===== config.mk =====
export PLATFORM = sky130hd
export DESIGN_NAME = moore_steer_tx
export DESIGN_NICKNAME = d
export VERILOG_FILES = /design/src/rtl/moore_steer_tx.sv
export SDC_FILE = /design/constraint.sdc
export NUM_CORES = 1
export LEC_CHECK = 0
export ABC_AREA = 1
export BUFFER_PORTS_ARGS = -buffer_cell sky130_fd_sc_hd__buf_2
export CORE_MARGIN = 1.5
export CORE_UTILIZATION = 35
export DETAILED_ROUTE_END_ITERATION = 10
export MAX_ROUTING_LAYER = met4
export PLACE_DENSITY_LB_ADDON = 0.08
export SYNTH_ARGS = -nofsm -noshare
export SYNTH_HDL_FRONTEND = slang
export SYNTH_SLANG_ARGS = --single-unit

===== constraint.sdc =====
create_clock -name clk -period 2.75 [get_ports clk]
set_clock_uncertainty 0.05 [all_clocks]
set_input_delay 0.55 -clock clk [delete_from_list [all_inputs] [get_ports clk]]
set_output_delay 0.55 -clock clk [all_outputs]
set_load 0.01 [all_outputs]

===== src/rtl/moore_steer_tx.sv =====
// Transmit-side driver for the 4-state serial Moore recognizer: steers it to a
// target state or serializes a literal pattern, while tracking its state locally.
module moore_steer_tx #(
    parameter int MAX_BITS = 8,
    parameter int LEN_W    = 4
) (
    input  logic                clk,
    input  logic                rst_n,
    input  logic                req_valid,
    output logic                req_ready,
    input  logic                req_mode,
    input  logic [1:0]          req_target,
    input  logic [MAX_BITS-1:0] req_bits,
    input  logic [LEN_W-1:0]    req_len,
    output logic                x_out,
    output logic                done,
    output logic                busy,
    output logic [1:0]          shadow_state,
    output logic                y_model
);

    typedef enum logic [1:0] {
        IDLE,
        STEER,
        RAW
    } fsm_t;

    localparam logic [LEN_W-1:0] MAX_LEN = LEN_W'(MAX_BITS);

    fsm_t                fsm;
    logic [1:0]          target;
    logic [MAX_BITS-1:0] bits;
    logic [LEN_W-1:0]    len;
    logic [LEN_W-1:0]    index;

    logic                at_target;
    logic                raw_end;
    logic                hop_bit;
    logic                raw_bit;

    // Transition function of the downstream recognizer.
    function automatic logic [1:0] shadow_next(input logic [1:0] s, input logic x);
        logic [1:0] n;
        case (s)
            2'd0:    n = x ? 2'd2 : 2'd1;
            2'd1:    n = x ? 2'd2 : 2'd0;
            2'd2:    n = x ? 2'd3 : 2'd2;
            default: n = x ? 2'd1 : 2'd3;
        endcase
        return n;
    endfunction

    // x_out and done depend only on registered state, so a request can never
    // reach the serial line in the cycle it is presented.
    always_comb begin
        at_target = (shadow_state == target);
        raw_end   = (index == len);
        hop_bit   = !(((target == 2'd0) && (shadow_state == 2'd1)) ||
                      ((target == 2'd1) && (shadow_state == 2'd0)));
        raw_bit   = 1'b0;
        for (int i = 0; i < MAX_BITS; i++) begin
            if (index == LEN_W'(i)) begin
                raw_bit = bits[i];
            end
        end
        x_out = 1'b0;
        done  = 1'b0;
        case (fsm)
            STEER: begin
                if (at_target) done = 1'b1;
                else           x_out = hop_bit;
            end
            RAW: begin
                if (raw_end) done = 1'b1;
                else         x_out = raw_bit;
            end
            default: ;
        endcase
    end

    always_ff @(posedge clk or negedge rst_n) begin
        if (!rst_n) begin
            fsm          <= IDLE;
            shadow_state <= 2'd0;
            target       <= 2'd0;
            bits         <= '0;
            len          <= '0;
            index        <= '0;
        end else begin
            // The recognizer consumes x_out on every edge, idle cycles included.
            shadow_state <= shadow_next(shadow_state, x_out);
            case (fsm)
                IDLE: begin
                    if (req_valid) begin
                        index <= '0;
                        if (req_mode) begin
                            bits <= req_bits;
                            len  <= (req_len > MAX_LEN) ? MAX_LEN : req_len;
                            fsm  <= RAW;
                        end else begin
                            target <= req_target;
                            fsm    <= STEER;
                        end
                    end
                end
                STEER: begin
                    if (at_target) fsm <= IDLE;
                end
                RAW: begin
                    if (raw_end) fsm   <= IDLE;
                    else         index <= index + LEN_W'(1);
                end
                default: fsm <= IDLE;
            endcase
        end
    end

    assign busy      = (fsm == STEER) || (fsm == RAW);
    assign req_ready = (fsm == IDLE);
    assign y_model   = (shadow_state == 2'd1) || (shadow_state == 2'd2);

endmodule


**After elaboration in Yosys (flattened, before gate mapping)**

Index checks and enable logic that the tools add are counted.

- Bitwise gates (word level): 1
- Equality and inequality tests: 18
- $lt $le $gt $ge: 1
- Multiplexer cells: 28
- Reduce and logical (&&, ||, !) cells: 15
- $add $sub $neg: 1

Operators by type and width:

| operator | number |
|---|---|
| == test 4 x 3 -> 1 bit, second input constant | 4 |
| two-way mux 2 bit | 7 |
| two-way mux 1 bit | 13 |
| two-way mux 4 bit | 3 |
| one-hot mux 2 bit (3 select lines) | 2 |
| AND reduction 3 bit | 4 |
| == test 4 x 2 -> 1 bit, second input constant | 2 |
| != test 2 bit, second input constant | 4 |
| one-hot mux 4 bit (2 select lines) | 1 |
| == test 2 x 1 -> 1 bit, second input constant | 3 |
| zero test 2 bit | 3 |
| adder 4 x 1 -> 4 bit, second input constant | 1 |
| == test 2 bit, second input constant | 2 |
| == test 4 x 1 -> 1 bit, second input constant | 1 |
| == test 4 bit | 1 |
| > comparator 4 bit, second input constant | 1 |
| zero test 4 bit | 1 |
| one-hot mux 1 bit (2 select lines) | 2 |
| logical OR 1 bit | 3 |
| == test 2 bit | 1 |
| logical AND 1 bit | 2 |
| nonzero test 2 bit | 1 |
| zero test 1 bit | 1 |
| inverter 1 bit | 1 |

- Logic and storage cells: 70
- Register bits: 22

**Logic depth before layout (Yosys ltp)**

- Depth in word-level cells: 13
- Depth in mapped cells: 14

**Worst setup path after synthesis**

No wires, ideal clock.

- Path type: register -> output
- From: register index[0]
- To: output x_out
- Buffers on the path: 0
- Arrival time: 1,290 ps
- Required time: 2,150 ps
- Cell stages (with the launch flop): 13
- Setup slack: 860 ps
- Path through: dfrtp_1 -> inv_1 -> ha_1 -> inv_1 -> nor2_1 -> nand3_1 -> nand2_1 -> nand2_1 -> nand2_1 -> nand3_1 -> nand2_1 -> nand2_1 -> inv_1

- Cells in the longest elaborated chain, start to end: 11

Ends and longest elaborated chain:

| element | line | source |
|---|---|---|
| from (decl) | 34 | `logic [LEN_W-1:0] index;` |
| from (signal assigned) | 111 | `else index <= index + LEN_W'(1);` |
| zero test 4 bit | 62 | `if (index == LEN_W'(i)) begin` |
| two-way mux 1 bit (8 in a row) | 62 |  |
| two-way mux 1 bit * | 74 | `if (raw_end) done = 1'b1;` |
| one-hot mux 1 bit (2 select lines) * | 68 | `case (fsm)` |
| to (decl) | 15 | `output logic x_out,` |

Mark *: on every way between the ends. The rest lies on a longest branch, timed or not.

**Worst setup path in the final report**

Same ends and word-level chain as after synthesis.

==> key figures <==
Detailed routing
  – Number of vias per cell: 4.56
  – Vias: approximately 1100
  – WL/cell: 10.6 um
  – Final antenna-violating net count: 0
  – DR DRC count: 0
  – WL final: around 2600 um
  – Initial DRC count: 32
  – 1st-pass router iterations: 4

Power
  – PwrDens: 910 nW/um^2
  – Comb pwr share: 47.2%
  – Switching power: 0.577 mW
  – Flop pwr share: 38.8%
  – Sw frac: 41.8%
  – Peak supply drop: ~0.00035 V
  – P_leak: roughly 0.8 nW
  – Pwr Total: between 1 and 1.5 mW
  – Clk pwr share: 14.1%
  – Internal power: 0.803 mW

Clock network
  – CTS tree: yes
  – Post-CTS Setup Repair Bufs: 0
  – Worst skew pair latency: 0.26 ns
  – Cts repair resizes: 0
  – CTS H-tree depth: 1
  – # clock sinks: 22
  – Clock transition at path regs: 0.07 ns
  – Clk buf depth: 2
  – CTS buffer count: 3
  – Root Buffer: clkbuf_8
  – Hold Buf Count CTS: 0

Worst setup path
  – Crit Path Max Fanout: 5
  – Critical path launch point type: flop
  – Reg-to-reg startpoint: fsm[1]$_DFFE_PN0P_
  – Worst EP required: 2.15 ns
  – CP Capture Type: output pin
  – Worst endpoint data arrival time: between 1.5 and 2 ns
  – Crit. Startpoint: index[0]$_DFFE_PN0P_
  – Setup Crit Path Kind: reg2out

Die
  – I/O Pins: 25
  – Die Wd: roughly 64 um
  – Initial core utilization: 37.6%
  – Core area: 3440 um^2
  – Die ar.: 4070 um^2
  – Core Rows: 21
  – Die height: 63.8 um

Hold path
  – Hold Crit Class: in2async

STA
  – Tcrit/Tclk final: 88.8%
  – # setup viols final: 0
  – Fin crit period: 2.44 ns
  – Slew Limit Headroom: around two thirds
  – Sum of negative setup slack: 0 ns
  – RSZ-0062 raised after global routing: no
  – Final hold slack: 0.202 ns
  – Fmax: just over 400 MHz
  – Hold Fails Final Rpt: 0
  – Slew @ Worst Pin: 0.505 ns
  – Slew Limit Fails: 0

Cells and area
  – Storage element area: 551 um^2
  – Diodes inserted: 0
  – Fill count: 364
  – Finished Cell Area: between 1500 and 2000 um^2
  – Final net count: 226
  – Share of layout cells above drive strength 1: 17.4%
  – Area growth syn-to-layout: 17.2%
  – Multi-input gate area: 623 um^2

Synthesis
  – Syn Inst Count: ~170
  – Yosys Warn Count: 0
  – Register area share after synthesis: a little over two fifths
  – Synthesized area per cell: 7.70 um^2
  – Syn Std Cell Area: about 1300 um^2
  – Count of cell types in the netlist: 20
  – Flops & latches, synth: 22
  – Syn_nets: 197

Run status
  – Outcome: complete, no violations

Global route
  – First-pass GRT wire length: 4330 um
  – GRT Resource Usage Total: 14.0%
  – GRT overflow: 0
  – Number of global-route vias before repair: around 1000
  – Largest net degree at the start of global routing: 23
  – Initial antenna violation count: 0
  – GRT met3 Usage: roughly 3.7%
  – Gr busiest metal: met2
  – Met1 GRT Util: 18.1%
  – Met2 Usage GRT: 21.6%

Placement
  – Gpl congestion: 0.852
  – Placed Area: 1480 um^2
  – IO Port Bufs: 24
  – Detail Placement HPWL: 2010 um

Job
  – Maxcap violations: 0
==> power by group through the flow <==
stage	registers, mW	logic (mW)	clock network (mW)
after floorplan	0.529	0.481	0
after global placement	0.540	0.641	0
after detailed placement	0.543	0.651	0
after CTS	0.536	0.656	0.206
after global routing	0.554	0.744	0.216
final	0.535	0.651	0.195
==> worst paths after layout <==
kind | end | slack (ns) | cells after the start
hold reg to reg | bits[3]$_DFFE_PN0P_ | 0.43 | 2
setup reg to reg | len[1]$_DFFE_PN0P_ | 0.85 | 9
setup / recovery | x_out | 0.31 | 13
hold / removal | bits[5]$_DFFE_PN0P_ | 0.20 | 1
min in group clk | bits[3]$_DFFE_PN0P_ | 0.43 | 2
max in group asynchronous | target[0]$_DFFE_PN0P_ | 2.11 | 1
==> flip-flops by register name, indices dropped and copies added (netlist names) <==
name and flops:
shadow_state 2, bits 8, target 2, index 4
fsm 2, len 4
==> per-stage QoR <==
stage / instances / util [%] / setup slack (ns)
3_3_place_gp: 238 / 42.9 / 0.599
4_1_cts: 241 / 44.1 / 0.280
6_report: 241 / 44.1 / 0.307
2_1_floorplan: 168 / - / 0.860
3_5_place_dp: 238 / 42.9 / 0.576
5_1_grt: 241 / 44.1 / 0.111
==> layer usage <==
layer / vias to the layer above / part of all wire, %
met1: 498 / 51
met3: 5 / 4.1
li1: 574 / -
met5: - / 0
met2: 21 / 43
met4: 0 / 1.2
==> cell families (layout without fill, tap and decap cells) <==
kind of cell             after synthesis  count (layout)  share of synthesized area [%]
adder cells (fa/ha/maj)               11              11                           10.6
flip-flops                            22              22                           42.6
AND/OR/NAND/NOR                       73              73                           23.7
buffers and inverters                 32              59                           9.28
multiplexers                           1               1                          0.870
XOR/XNOR                               4               4                           2.71
AO/OA/AOI/OAI                         25              25                           10.3
==> final cells by class <==
| class | count | share of cell area [%] |
|---|---|---|
| clock buffers | 3 | 2.72 |
| well taps | 46 | 3.80 |
| repair buffers | 25 | 8.42 |
| multi-input cells | 114 | 41.1 |
| inverters | 31 | 7.67 |
| flip-flops and latches | 22 | 36.3 |
==> worst max-delay path, stage by stage, from the launching register on <==
cell	delay (ns)
dfrtp_1	0.43
inv_1	0.17
ha_1	0.16
inv_1	0.04
nor2_1	0.08
nand3_1	0.07
nand2_1	0.06
nand2_1	0.05
nand2_1	0.06
nand3_1	0.07
nand2_1	0.14
nand2_1	0.08
inv_1	0.06
buf_2	0.12
==> cells in the mapped netlist, drive strengths merged <==
library cell,instances,share of area (%)
o22ai,2,0.97
nand3,13,5.4
ha,11,11
inv,31,9.0
xor2,2,1.4
a21oi,8,3.1
clkbuf,1,0.29
xnor2,2,1.4
a21o,1,0.58
mux2,1,0.87
nand3b,1,0.58
nand2,47,14
a21boi,1,0.58
nor2,12,3.9
o21ai,13,5.0
dfrtp,22,43
==> layout by cell type, fill, tap and decap left out <==
| cell type | netlist | layout |
|---|---|---|
| a21boi_0 | 1 | 1 |
| a21o_1 | 1 | 1 |
| a21oi_1 | 8 | 8 |
| buf_2 | 0 | 24 |
| buf_4 | 0 | 1 |
| clkbuf_8 | 0 | 3 |
| dfrtp_1 | 22 | 22 |
| ha_1 | 11 | 11 |
| inv_1 | 30 | 30 |
| inv_2 | 1 | 1 |
| mux2_2 | 1 | 1 |
| nand2_1 | 46 | 46 |
| nand2_2 | 1 | 1 |
| nand3_1 | 12 | 12 |
| nand3_2 | 1 | 1 |
| nand3b_1 | 1 | 1 |
| nor2_1 | 10 | 10 |
| nor2_2 | 2 | 2 |
| o21ai_0 | 13 | 13 |
| o22ai_1 | 2 | 2 |
| xnor2_1 | 2 | 2 |
| xor2_1 | 2 | 2 |
Power figures use the tool's default switching activity.
